**src/rtl/any1_vec_sequencer_pkg.sv**
```systemverilog
// Shared types and constants for the vector element sequencer.
package any1_pkg;

  localparam int VLMAX_DEF = 64;
  localparam int VL_W      = 7;
  localparam int VEN_W     = 6;
  localparam int VM_W      = 64;

  typedef enum logic {
    ST_IDLE = 1'b0,
    ST_RUN  = 1'b1
  } seq_state_e;

  // Clamp the requested vector length to the hardware maximum.
  function automatic logic [VL_W-1:0] clamp_vl(input logic [VL_W-1:0] vl,
                                               input int unsigned       vlmax);
    logic [VL_W-1:0] lim;
    lim = VL_W'(vlmax);
    return (vl > lim) ? lim : vl;
  endfunction

endpackage

```
**src/rtl/any1_vec_sequencer_if.sv**
```systemverilog
// Decoder-to-issue handshake bundle seen by the vector element sequencer.
interface any1_vec_sequencer_if;
  import any1_pkg::*;

  logic             dec_v;
  logic             is_vec;
  logic [VL_W-1:0]  vl;
  logic             vmask_en;
  logic [VM_W-1:0]  vm;
  logic             iss_rdy;
  logic             flush;
  logic [VEN_W-1:0] ven;
  logic             iss_v;
  logic             iss_last;
  logic             dec_ack;
  logic             fetch_stall;

  modport master (
    output dec_v, is_vec, vl, vmask_en, vm, iss_rdy, flush,
    input  ven, iss_v, iss_last, dec_ack, fetch_stall
  );

  modport slave (
    input  dec_v, is_vec, vl, vmask_en, vm, iss_rdy, flush,
    output ven, iss_v, iss_last, dec_ack, fetch_stall
  );

endinterface

```
**src/rtl/any1_vec_sequencer.sv**
```systemverilog
// Steps a decoded vector instruction through its elements one per issue slot,
// skipping masked-off elements; scalar instructions pass straight through.
module any1_vec_sequencer
  import any1_pkg::*;
#(
  parameter int VLMAX = VLMAX_DEF
) (
  input  logic                 clk_i,
  input  logic                 rst_i,
  any1_vec_sequencer_if.slave  bus
);

  seq_state_e       state_q, state_d;
  logic [VEN_W-1:0] ven_q, ven_d;
  logic [VL_W-1:0]  evl_q, evl_d;
  logic             msk_en_q, msk_en_d;
  logic [VM_W-1:0]  vm_q, vm_d;

  logic [VL_W-1:0]  evl_in;
  logic             elem_en;
  logic             elem_last;
  logic             advance;

  assign evl_in    = clamp_vl(bus.vl, VLMAX);
  assign elem_en   = !msk_en_q || vm_q[ven_q];
  assign elem_last = ({1'b0, ven_q} == VL_W'(evl_q - VL_W'(1)));

  always_ff @(posedge clk_i) begin
    if (rst_i) begin
      state_q  <= ST_IDLE;
      ven_q    <= '0;
      evl_q    <= '0;
      msk_en_q <= 1'b0;
      vm_q     <= '0;
    end else begin
      state_q  <= state_d;
      ven_q    <= ven_d;
      evl_q    <= evl_d;
      msk_en_q <= msk_en_d;
      vm_q     <= vm_d;
    end
  end

  always_comb begin
    state_d         = state_q;
    ven_d           = ven_q;
    evl_d           = evl_q;
    msk_en_d        = msk_en_q;
    vm_d            = vm_q;
    advance         = 1'b0;
    bus.ven         = ven_q;
    bus.iss_v       = 1'b0;
    bus.iss_last    = 1'b0;
    bus.dec_ack     = 1'b0;
    bus.fetch_stall = 1'b0;

    unique case (state_q)
      ST_IDLE: begin
        if (bus.dec_v) begin
          if (!bus.is_vec) begin
            bus.iss_v       = 1'b1;
            bus.iss_last    = 1'b1;
            bus.dec_ack     = bus.iss_rdy;
            bus.fetch_stall = !bus.iss_rdy;
          end else if (evl_in == '0) begin
            bus.dec_ack = 1'b1;
          end else begin
            // Capture the length and mask so later CSR/mask writes cannot disturb this instruction.
            state_d         = ST_RUN;
            ven_d           = '0;
            evl_d           = evl_in;
            msk_en_d        = bus.vmask_en;
            vm_d            = bus.vm;
            bus.fetch_stall = 1'b1;
          end
        end
      end

      ST_RUN: begin
        bus.iss_last    = elem_last;
        bus.fetch_stall = 1'b1;
        if (elem_en) begin
          bus.iss_v = 1'b1;
          advance   = bus.iss_rdy;
        end else begin
          advance   = 1'b1;
        end
        if (advance) begin
          if (elem_last) begin
            bus.dec_ack     = 1'b1;
            bus.fetch_stall = 1'b0;
            state_d         = ST_IDLE;
            ven_d           = '0;
          end else begin
            ven_d = ven_q + VEN_W'(1);
          end
        end
      end

      default: state_d = ST_IDLE;
    endcase

    // A flush abandons whatever is in flight, including a same-cycle completion.
    if (bus.flush) begin
      state_d     = ST_IDLE;
      ven_d       = '0;
      bus.dec_ack = 1'b0;
      bus.iss_v   = 1'b0;
    end
  end

endmodule
```
**src/flat_wrapper.sv**
```systemverilog
// flat-port wrapper written by rule: the top's interface ports become plain ports
module any1_vec_sequencer_flat import any1_pkg::*;
#(
  parameter int VLMAX = VLMAX_DEF
)
  (clk_i, rst_i, bus_dec_v, bus_is_vec, bus_vl, bus_vmask_en, bus_vm, bus_iss_rdy, bus_flush, bus_ven, bus_iss_v, bus_iss_last, bus_dec_ack, bus_fetch_stall);
  any1_vec_sequencer_if bus_i ();
  input  logic clk_i;
  input  logic rst_i;
  input wire logic [$bits(bus_i.dec_v)-1:0] bus_dec_v;
  input wire logic [$bits(bus_i.is_vec)-1:0] bus_is_vec;
  input wire logic [$bits(bus_i.vl)-1:0] bus_vl;
  input wire logic [$bits(bus_i.vmask_en)-1:0] bus_vmask_en;
  input wire logic [$bits(bus_i.vm)-1:0] bus_vm;
  input wire logic [$bits(bus_i.iss_rdy)-1:0] bus_iss_rdy;
  input wire logic [$bits(bus_i.flush)-1:0] bus_flush;
  output wire logic [$bits(bus_i.ven)-1:0] bus_ven;
  output wire logic [$bits(bus_i.iss_v)-1:0] bus_iss_v;
  output wire logic [$bits(bus_i.iss_last)-1:0] bus_iss_last;
  output wire logic [$bits(bus_i.dec_ack)-1:0] bus_dec_ack;
  output wire logic [$bits(bus_i.fetch_stall)-1:0] bus_fetch_stall;
  assign bus_i.dec_v = bus_dec_v;
  assign bus_i.is_vec = bus_is_vec;
  assign bus_i.vl = bus_vl;
  assign bus_i.vmask_en = bus_vmask_en;
  assign bus_i.vm = bus_vm;
  assign bus_i.iss_rdy = bus_iss_rdy;
  assign bus_i.flush = bus_flush;
  assign bus_ven = bus_i.ven;
  assign bus_iss_v = bus_i.iss_v;
  assign bus_iss_last = bus_i.iss_last;
  assign bus_dec_ack = bus_i.dec_ack;
  assign bus_fetch_stall = bus_i.fetch_stall;
  any1_vec_sequencer #(.VLMAX(VLMAX)) u_core (.clk_i(clk_i), .rst_i(rst_i), .bus(bus_i));
endmodule
```
**config.mk**
```make
export PLATFORM = sky130hd
export DESIGN_NAME = any1_vec_sequencer_flat
export DESIGN_NICKNAME = d
export VERILOG_FILES = /design/src/rtl/any1_vec_sequencer_pkg.sv /design/src/rtl/any1_vec_sequencer_if.sv /design/src/rtl/any1_vec_sequencer.sv /design/src/flat_wrapper.sv
export SDC_FILE = /design/constraint.sdc
export NUM_CORES = 1
export LEC_CHECK = 0
export ABC_CLOCK_PERIOD_IN_PS = 3500
export CAP_MARGIN = 40
export CORE_UTILIZATION = 54
export CTS_CLUSTER_SIZE = 14
export DETAILED_ROUTE_END_ITERATION = 6
export PLACE_DENSITY = 0.83
export SLEW_MARGIN = 10
export SYNTH_ARGS = -nofsm -noshare
export SYNTH_HDL_FRONTEND = slang
export SYNTH_SLANG_ARGS = --single-unit
```
**constraint.sdc**
```tcl
create_clock -name clk_i -period 3.5 [get_ports clk_i]
set_input_delay 0.7 -clock clk_i [delete_from_list [all_inputs] [get_ports clk_i]]
set_output_delay 0.7 -clock clk_i [all_outputs]
set_load 0.01 [all_outputs]
```
# Word level (Yosys, flattened, before mapping)
# Index checks and enable logic that the tools add are counted.
dict set report op_classes {
  addsub 2
  bitwise_logic 2
  n_reduce_logical 7
  order_cmp 2
  n_mux 33
  n_div 0
  n_mul 0
  shift 0
  n_eq_ne 5
}
# op count
set op_table {}
lappend op_table {{6-bit two-way mux} 5}
lappend op_table {{1-bit two-way mux} 20}
lappend op_table {{6-bit case mux with 2 select lines} 1}
lappend op_table {{1-bit case mux with 2 select lines} 5}
lappend op_table {{2-bit inequality test (second input constant)} 4}
lappend op_table {{4-bit AND reduction} 2}
lappend op_table {{6-bit by 7-bit equality test with 1-bit output} 1}
lappend op_table {{7-bit > comparator (second input constant)} 1}
lappend op_table {{7-bit zero test} 1}
lappend op_table {{6-bit by 7-bit less-than comparator with 1-bit output (second input constant)} 1}
lappend op_table {{7-bit two-way mux} 1}
lappend op_table {{7-bit by 1-bit subtractor with 7-bit output (second input constant)} 1}
lappend op_table {{6-bit by 1-bit adder with 6-bit output (second input constant)} 1}
lappend op_table {{1-bit binary-select mux with 6-bit select} 1}
lappend op_table {{1-bit zero test} 2}
lappend op_table {{1-bit inverter} 2}
lappend op_table {{2-bit OR reduction} 1}
lappend op_table {{1-bit logical OR} 1}
dict set report word_totals {
  output_inout_bits 10
  word_cells 56
  ram_bits 0
  mem_count 0
  regBits 79
  rom_bits 0
  latchBits 0
  inputBits 78
}

# Longest topological paths before layout
# Gate-level depths: netlist of the first run.
dict set report logic_depth {
  depth_word 8
  mapped_depth 9
}

# Worst setup path after synthesis of the first run
# Ideal clock, no wire load.
dict set report synth_timing {
  kind {reg2out}
  startpoint {register u_core.ven_q[0], in the netlist u_core.bus.ven[0]}
  endpoint {output port bus_dec_ack}
  t_required_ps 2800
  arrival_time_ps 2127
  stages_incl_launch_ff 9
  slack_ps 673
  path_cell_list {dfxtp_1 > buf_6 > mux4_1 > mux2i_1 > nor3b_1 > nor3_2 > a41oi_2 > o22a_1 > nor2_1}
}
dict set report synth_via {
  elab_chain_len 8
}
# element line_no
set synth_rtl {}
lappend synth_rtl {{start, declared} any1_vec_sequencer.sv:14} ;# logic [VEN_W-1:0] ven_q, ven_d;
lappend synth_rtl {{start signal, assigned} any1_vec_sequencer.sv:37} ;# ven_q <= ven_d;
lappend synth_rtl {{1-bit binary-select mux with 6-bit select} any1_vec_sequencer.sv:25} ;# assign elem_en = !msk_en_q || vm_q[ven_q];
lappend synth_rtl {{1-bit two-way mux (implied by the code)} any1_vec_sequencer.sv:25}
lappend synth_rtl {{1-bit logical OR} any1_vec_sequencer.sv:25}
lappend synth_rtl {{1-bit two-way mux} any1_vec_sequencer.sv:82} ;# if (elem_en) begin
lappend synth_rtl {{1-bit two-way mux} any1_vec_sequencer.sv:57} ;# unique case (state_q)
lappend synth_rtl {{1-bit two-way mux (*)} any1_vec_sequencer.sv:88} ;# if (advance) begin
lappend synth_rtl {{1-bit case mux with 2 select lines (*)} any1_vec_sequencer.sv:57}
lappend synth_rtl {{1-bit two-way mux (*)} any1_vec_sequencer.sv:104} ;# if (bus.flush) begin
lappend synth_rtl {{end, declared} flat_wrapper.sv:20} ;# output wire logic [$bits(bus_i.dec_ack)-1:0] bus_dec_ack;
# Mark *: on every way between the ends. The rest lies on a longest branch, timed or not. The select of a mux whose other input is x is not followed.

# Worst setup path in the final report of the first run
dict set report layout_timing {
  startpoint {register u_core.ven_q[0], in the netlist u_core.bus.ven[0]}
  endpoint {output port bus_fetch_stall}
}
dict set report layout_via {
  elab_chain_len 7
}
# element line_no
set layout_rtl {}
lappend layout_rtl {{1-bit binary-select mux with 6-bit select} any1_vec_sequencer.sv:25}
lappend layout_rtl {{1-bit two-way mux (implied by the code)} any1_vec_sequencer.sv:25}
lappend layout_rtl {{1-bit logical OR} any1_vec_sequencer.sv:25}
lappend layout_rtl {{1-bit two-way mux} any1_vec_sequencer.sv:82}
lappend layout_rtl {{1-bit two-way mux} any1_vec_sequencer.sv:57}
lappend layout_rtl {{1-bit two-way mux (*)} any1_vec_sequencer.sv:88}
lappend layout_rtl {{1-bit case mux with 2 select lines (*)} any1_vec_sequencer.sv:57}
lappend layout_rtl {{end, declared} flat_wrapper.sv:21} ;# output wire logic [$bits(bus_i.fetch_stall)-1:0] bus_fetch_stall;
# Marked as above.

==> results.sh, run 1 <==
export IMPL_run_status="finished with violations"
export IMPL_violations="DRC"
export IMPL_clock_fmax_mhz=298
export IMPL_slew_limit_headroom_pct=56.6
export IMPL_clock_tree_from_tritoncts="done"
export IMPL_port_buffers=87
export IMPL_synthFlopType="sky130_fd_sc_hd__dfxtp_1"
export IMPL_start_kind="register"
export IMPL_cts_buffer_depth=2
export IMPL_grtUsageTotal_pct=28.5
export IMPL_grt_pass1_vias=3443
export IMPL_vdd_ir_drop_max_mv=0.313
export IMPL_power_leakage_nw=1.76
export IMPL_worst_hold_path_type="reg2reg"
export IMPL_rows=29
export IMPL_detail_route_wirelength_um=9620
export IMPL_fraction_of_the_mapped_netlist_area_in_compound_gates_pct=16.0
export IMPL_type_of_the_worst_setup_path="reg2out"
export IMPL_setup_worst_path_end_class="output port"
export IMPL_yosys_area_share_simple_pct=22.7
export IMPL_place_ws_ps=168
export IMPL_global_route_overflow_total=0
export IMPL_mappedNetlistArea_um2=3710
export IMPL_detailedRoute_firstIterationViolations=240
export IMPL_mappedNetlistNets=536
export IMPL_cell_by_cell_listing_of_the_critical_path="buf_4, mux4_1, mux2i_1, nor3b_1, nor3_2, buf_4, a41oi_2, o21ai_2, nand2_1, dlygate4sd2_1"
export IMPL_multiInputGateArea_um2=1970
export IMPL_cts_reportedPaths_clkPinSlew_ps=80
export IMPL_synthesis_area_per_instance_um2=8.13
export IMPL_drt_antenna_violating_nets=0
export IMPL_synthArstFlopShare_pct=0
export IMPL_via_count=3597
export IMPL_synth_seq_area_share_pct=42.7
export IMPL_cts_sinks=79
export IMPL_power_density_nw_per_um2=399
export IMPL_initial_utilization_pct=57.1
export IMPL_mostFrequentLayoutCell="sky130_fd_sc_hd__nand2_1"
export IMPL_gp_congestion=0.916
export IMPL_worst_path_max_fanout=6
export IMPL_path_delay_family="multiplexers"
export IMPL_post_layout_nets=618
export IMPL_skew_ps=9.35
export IMPL_clock_tree_htree_level_count=3
export IMPL_synth_distinct_cells=47
export IMPL_setup_slack_ps=140
export IMPL_synth_warning_count=0
export IMPL_most_common_layout_cells="sky130_fd_sc_hd__nand2_1 (148), sky130_fd_sc_hd__clkdlybuf4s50_1 (83), sky130_fd_sc_hd__dfxtp_1 (76), sky130_fd_sc_hd__a21oi_1 (74), sky130_fd_sc_hd__buf_4 (14)"
export IMPL_synth_adder_area_share_pct=0.675
export IMPL_chipHeight_um=84.8
export IMPL_finalSetupViolCount=0
export IMPL_fp_coreArea_um2=6490
export IMPL_synth_edff_count=0
export IMPL_dieArea_um2=7200
export IMPL_hpwl_um=6830
export IMPL_wp_data_arrival_ps=2660
export IMPL_timing_final_crit_period_ps=3360
export IMPL_worstSkewPairLatency_ps=350
export IMPL_post_synthesis_sequential_element_count=79
export IMPL_antenna_diode_count=0
export IMPL_routed_wire_length_per_instance_um=15.5
export IMPL_tritoncts_num_buffers=9
export IMPL_cpMaxStageDelayCell="sky130_fd_sc_hd__mux4_1"
export IMPL_tightest_slew_ps=651
export IMPL_drive_above_1_share_pct=9.02
export IMPL_finalHoldViolCount=0
export IMPL_post_synth_mux_area_share_pct=11.0
export IMPL_netlist_instances=456
export IMPL_max_cap_viols=0
export IMPL_synth_top_family_by_area="simple AND/OR/NAND/NOR gates"
export IMPL_route_detailed_drc=1
export IMPL_grt_antenna_before_repair=0
export IMPL_critical_path_max_stage_delay_ps=550
export IMPL_cts_hold_buf=0
export IMPL_fin_worst_hold_slack_ps=454
export IMPL_seqCellArea_um2=1590
export IMPL_timing_max_transition_violations_final=0
export IMPL_clockRootBuffer="sky130_fd_sc_hd__clkbuf_8"
export IMPL_die_w_um=84.8
export IMPL_timing_final_crit_share_pct=96.0
export IMPL_largest_net_degree_at_the_start_of_global_routing=74
export IMPL_synthXorXnorAreaFrac_pct=2.36
export IMPL_drt_vias_per_instance=5.80
export IMPL_critPathBufInv=3
export IMPL_layout_area_overhead_vs_synth_pct=32.1
export IMPL_most_common_cell_on_crit_path="sky130_fd_sc_hd__buf_4"
export IMPL_ioPinCount=88
export IMPL_filler_cell_count=493
export IMPL_cp_data_required_time_ps=2800
export IMPL_grt_pass1_wl_um=16000
export IMPL_firstDrtPassIters=7
==> worst register-to-register path: cells and delay by family (launching register included) <==
family	cells	cell delay, ps
AOI/OAI and AO/OA	2	560
buffers and inverters	4	590
DFF	1	380
muxes	3	880
and+or+nand+nor	2	280
==> worst paths after layout <==
kind                                         from                end  cells after the start  slack (ps)
worst max-delay path            u_core.bus.ven[0]    bus_fetch_stall                     10         140
worst min register to register    u_core.vm_q[26]    u_core.vm_q[26]                      2         450
worst min-delay path              u_core.vm_q[26]    u_core.vm_q[26]                      2         450
worst max register to register  u_core.bus.ven[0]  u_core.bus.ven[0]                     11         670
==> per-layer routing <==
layer / GRT usage, % / up-vias / wire length, um
met2: 48.4 / 157 / 4780
met1: 35.4 / 1679 / 3970
li1: - / 1739 / -
met5: 0 / - / 0
met4: 9.86 / 0 / 196
met3: 7.20 / 22 / 668
==> through the flow <==
stage          instances  total power [mW]  cell area, um2  utilization (%)  setup TNS (ps)
4_1_cts              619              1.96            4880             75.2               0
3_5_place_dp         602              1.22            4650             71.6               0
2_1_floorplan        456              1.09            3710                -               0
3_3_place_gp         602              1.22            4650             71.6               0
6_report             620              1.95            4900             75.4               0
5_1_grt              620              2.03            4900             75.4           -23.9
==> timing repair <==
item | 4_1_cts | 5_1_grt
cloned | 0 | 0
pin swaps | 4 | 2
resized for setup | 7 | 5
buffers inserted | 1 | 1
endpoints found under the setup margin | 3 | 1
==> cells in the mapped netlist (4+ instances only) <==
cell,instances,area (um2)
sky130_fd_sc_hd__a21oi_1,74,370
sky130_fd_sc_hd__mux2i_1,10,100
sky130_fd_sc_hd__clkbuf_1,24,90.1
sky130_fd_sc_hd__nor4_1,4,25.0
sky130_fd_sc_hd__inv_1,8,30.0
sky130_fd_sc_hd__nand3_1,7,35.0
sky130_fd_sc_hd__nor2_1,13,48.8
sky130_fd_sc_hd__nand2_1,148,556
sky130_fd_sc_hd__dfxtp_1,79,1580
sky130_fd_sc_hd__xnor2_1,8,70.1
sky130_fd_sc_hd__mux4_1,7,184
sky130_fd_sc_hd__nand4_1,5,31.3
sky130_fd_sc_hd__nor3_1,5,25.0
sky130_fd_sc_hd__mux4_2,4,90.1
sky130_fd_sc_hd__buf_2,6,30.0
sky130_fd_sc_hd__nand3b_1,6,45.0
sky130_fd_sc_hd__o21ai_0,4,20.0
==> kinds of logic after synthesis <==
kind of cell | after synthesis
and+or+nand+nor | 199
AOI/OAI and AO/OA | 102
DFF | 79
buffers and inverters | 40
muxes | 24
xor gates and xnor gates | 10
adders and majority gates | 2
==> state kept, by name, indices dropped and copies added (netlist names) <==
signal and flops:
u_core.evl_q 7, u_core.bus.ven 6, u_core.state_q 1, u_core.vm_q 64
u_core.msk_en_q 1
==> where the power goes <==
group | internal, mW | leakage, nW | switching (mW) | total [mW]
clock network | 0.407 | 0.111 | 0.339 | 0.746
registers | 0.936 | 0.646 | 0.0248 | 0.961
logic | 0.136 | 1.00 | 0.109 | 0.245
==> final cells by class <==
type,count,area share (%)
timing repair buffer,103,20.4
sequential,79,32.4
clock inverter,6,1.87
tap,77,1.97
clock buffer,10,2.61
inverter,8,0.613
multi-input combinational,337,40.1
(Power assumes the default switching activity.)
==> run 2, diff against run 1 <==
SKIP_CTS_REPAIR_TIMING = 1   (was default)
==> results.sh, run 2 (same netlist as run 1, synthesis figures left out) <==
export IMPL_run_status="finished with violations"
export IMPL_violations="DRC"
export IMPL_layout_area_overhead_vs_synth_pct=33.0
export IMPL_setup_worst_path_end_class="output port"
export IMPL_cell_internal_pwr_mw=1.48
export IMPL_largest_register_ffs=64
export IMPL_timing_reg2reg_setup_slack_ps=670
export IMPL_firstDrtPassIters=7
export IMPL_timing_final_crit_share_pct=98.5
export IMPL_share_comb_of_total_power_pct=12.8
export IMPL_timing_max_transition_violations_final=0
export IMPL_min_to="u_core.vm_q[26]"
export IMPL_drt_vias_per_instance=5.80
export IMPL_detailedRoute_firstIterationViolations=241
export IMPL_grt_pass1_wl_um=15900
export IMPL_grt_antenna_before_repair=0
export IMPL_clock_network_fraction_of_total_power_pct=38.1
export IMPL_clockRootBuffer="sky130_fd_sc_hd__clkbuf_8"
export IMPL_detail_route_wirelength_um=9720
export IMPL_registers_top_by_ff_count="u_core.vm_q"
export IMPL_route_detailed_drc=1
export IMPL_total_power_mw=1.95
export IMPL_worst_path_max_fanout=9
export IMPL_timing_final_crit_period_ps=3450
export IMPL_global_route_overflow_total=0
export IMPL_ioPinCount=88
export IMPL_worstSkewPairLatency_ps=350
export IMPL_worst_r2r_startpoint="u_core.bus.ven[0]"
export IMPL_power_density_nw_per_um2=396
export IMPL_finalHoldViolCount=0
export IMPL_cts_sinks=79
export IMPL_rsz0062_at_grt="yes"
export IMPL_most_common_layout_cells="sky130_fd_sc_hd__nand2_1 (148), sky130_fd_sc_hd__clkdlybuf4s50_1 (83), sky130_fd_sc_hd__dfxtp_1 (76), sky130_fd_sc_hd__a21oi_1 (74), sky130_fd_sc_hd__buf_4 (16)"
export IMPL_clock_fmax_mhz=290
export IMPL_finalSetupViolCount=0
export IMPL_gp_congestion=0.916
export IMPL_skew_ps=8.63
export IMPL_type_of_the_worst_setup_path="reg2out"
export IMPL_start_kind="register"
export IMPL_tightest_slew_ps=656
export IMPL_fin_worst_hold_slack_ps=454
export IMPL_min_from="u_core.vm_q[26]"
export IMPL_grtUsageTotal_pct=28.4
export IMPL_wp_data_arrival_ps=2750
export IMPL_drt_antenna_violating_nets=0
export IMPL_grt_pass1_vias=3441
export IMPL_routed_wire_length_per_instance_um=15.6
export IMPL_setup_slack_ps=52.9
export IMPL_filler_cell_count=486
export IMPL_sw_frac_of_total_pct=24.2
export IMPL_psw_mw=0.472
export IMPL_slew_limit_headroom_pct=56.3
export IMPL_cp_data_required_time_ps=2800
export IMPL_hold_path_depth=2
export IMPL_postLayoutCoreUtil_pct=75.9
export IMPL_tritoncts_num_buffers=9
export IMPL_fp_coreArea_um2=6490
export IMPL_clock_tree_htree_level_count=3
export IMPL_hpwl_um=6830
export IMPL_place_ws_ps=168
export IMPL_drive_above_1_share_pct=9.72
export IMPL_rows=29
export IMPL_vdd_ir_drop_max_mv=0.313
export IMPL_cts_buffer_depth=2
export IMPL_post_layout_nets=620
export IMPL_power_leakage_nw=1.78
export IMPL_cts_reportedPaths_clkPinSlew_ps=80
export IMPL_dieArea_um2=7200
export IMPL_seqPwrFrac_pct=49.2
export IMPL_largest_net_degree_at_the_start_of_global_routing=74
export IMPL_worst_hold_path_type="reg2reg"
export IMPL_via_count=3605
export IMPL_totalNegativeSetupSlack_ps=0
export IMPL_die_w_um=84.8
export IMPL_r2r_worst_path_cells=10
export IMPL_port_buffers=87
export IMPL_max_cap_viols=0
export IMPL_mostFrequentLayoutCell="sky130_fd_sc_hd__nand2_1"
export IMPL_antenna_diode_count=0
export IMPL_chipHeight_um=84.8
export IMPL_worstReg2RegEnd="u_core.bus.ven[0]"
export IMPL_initial_utilization_pct=57.1
export IMPL_clock_tree_from_tritoncts="done"
-- run 2: cell types whose count changed in the layout (fill, tap and decap cells not counted) --
cell,previous run,this run
sky130_fd_sc_hd__buf_4,14,16
sky130_fd_sc_hd__dlygate4sd2_1,1,0
sky130_fd_sc_hd__o2111ai_1,2,0
sky130_fd_sc_hd__dlymetal6s2s_1,1,2
sky130_fd_sc_hd__o2111ai_2,0,2
-- run 2: worst max-delay path: stages, from the launching register on --
cell and delay (ps):
sky130_fd_sc_hd__dfxtp_4 380, sky130_fd_sc_hd__buf_6 140, sky130_fd_sc_hd__mux4_1 560, sky130_fd_sc_hd__o2111ai_2 180, sky130_fd_sc_hd__o211a_1 210, sky130_fd_sc_hd__buf_4 120, sky130_fd_sc_hd__a41oi_2 180, sky130_fd_sc_hd__buf_4 190
sky130_fd_sc_hd__o22a_1 190, sky130_fd_sc_hd__nor2_1 90, sky130_fd_sc_hd__clkbuf_2 140
-- run 2: worst max path at each step --
stage,startpoint,endpoint,slack [ps],depth (start not counted)
3_3_place_gp,u_core.bus.ven[0],bus_dec_ack,230,8
3_5_place_dp,u_core.bus.ven[0],bus_dec_ack,170,9
2_1_floorplan,u_core.bus.ven[0],bus_dec_ack,670,8
6_report,u_core.bus.ven[0],bus_dec_ack,50,10
4_1_cts,u_core.bus.ven[0],bus_dec_ack,-260,9
5_1_grt,u_core.bus.ven[0],bus_dec_ack,-30,10
-- run 2: cell type report --
type	count	area, um2	area share (%)
clock buffer	10	128	2.59
clock inverter	6	91.3	1.85
inverter	8	30.0	0.609
multi-input combinational	337	1980	40.1
sequential	79	1590	32.2
tap	77	96.3	1.95
timing repair buffer	105	1020	20.6
-- run 2: metal layers --
layer  routed length [um]  part of all wire [%]  track usage, %
met1                 4090                    42            35.2
met2                 4800                    49            47.9
met3                  595                   6.1            7.30
met4                  239                   2.5            10.6
met5                    0                     0               0
-- run 2: per-stage QoR --
stage,std cells,instance area [um2]
6_report,622,4930
5_1_grt,622,4930
4_1_cts,618,4870
3_5_place_dp,602,4650
3_3_place_gp,602,4650
2_1_floorplan,456,3710
-- run 2: power groups by stage --
stage,Clock [mW],Sequential (mW),Combinational [mW]
floorplan,0,0.972,0.121
global placement,0,0.981,0.236
detailed placement,0,0.982,0.242
CTS,0.755,0.960,0.245
global route,0.795,0.965,0.273
finish,0.744,0.961,0.249
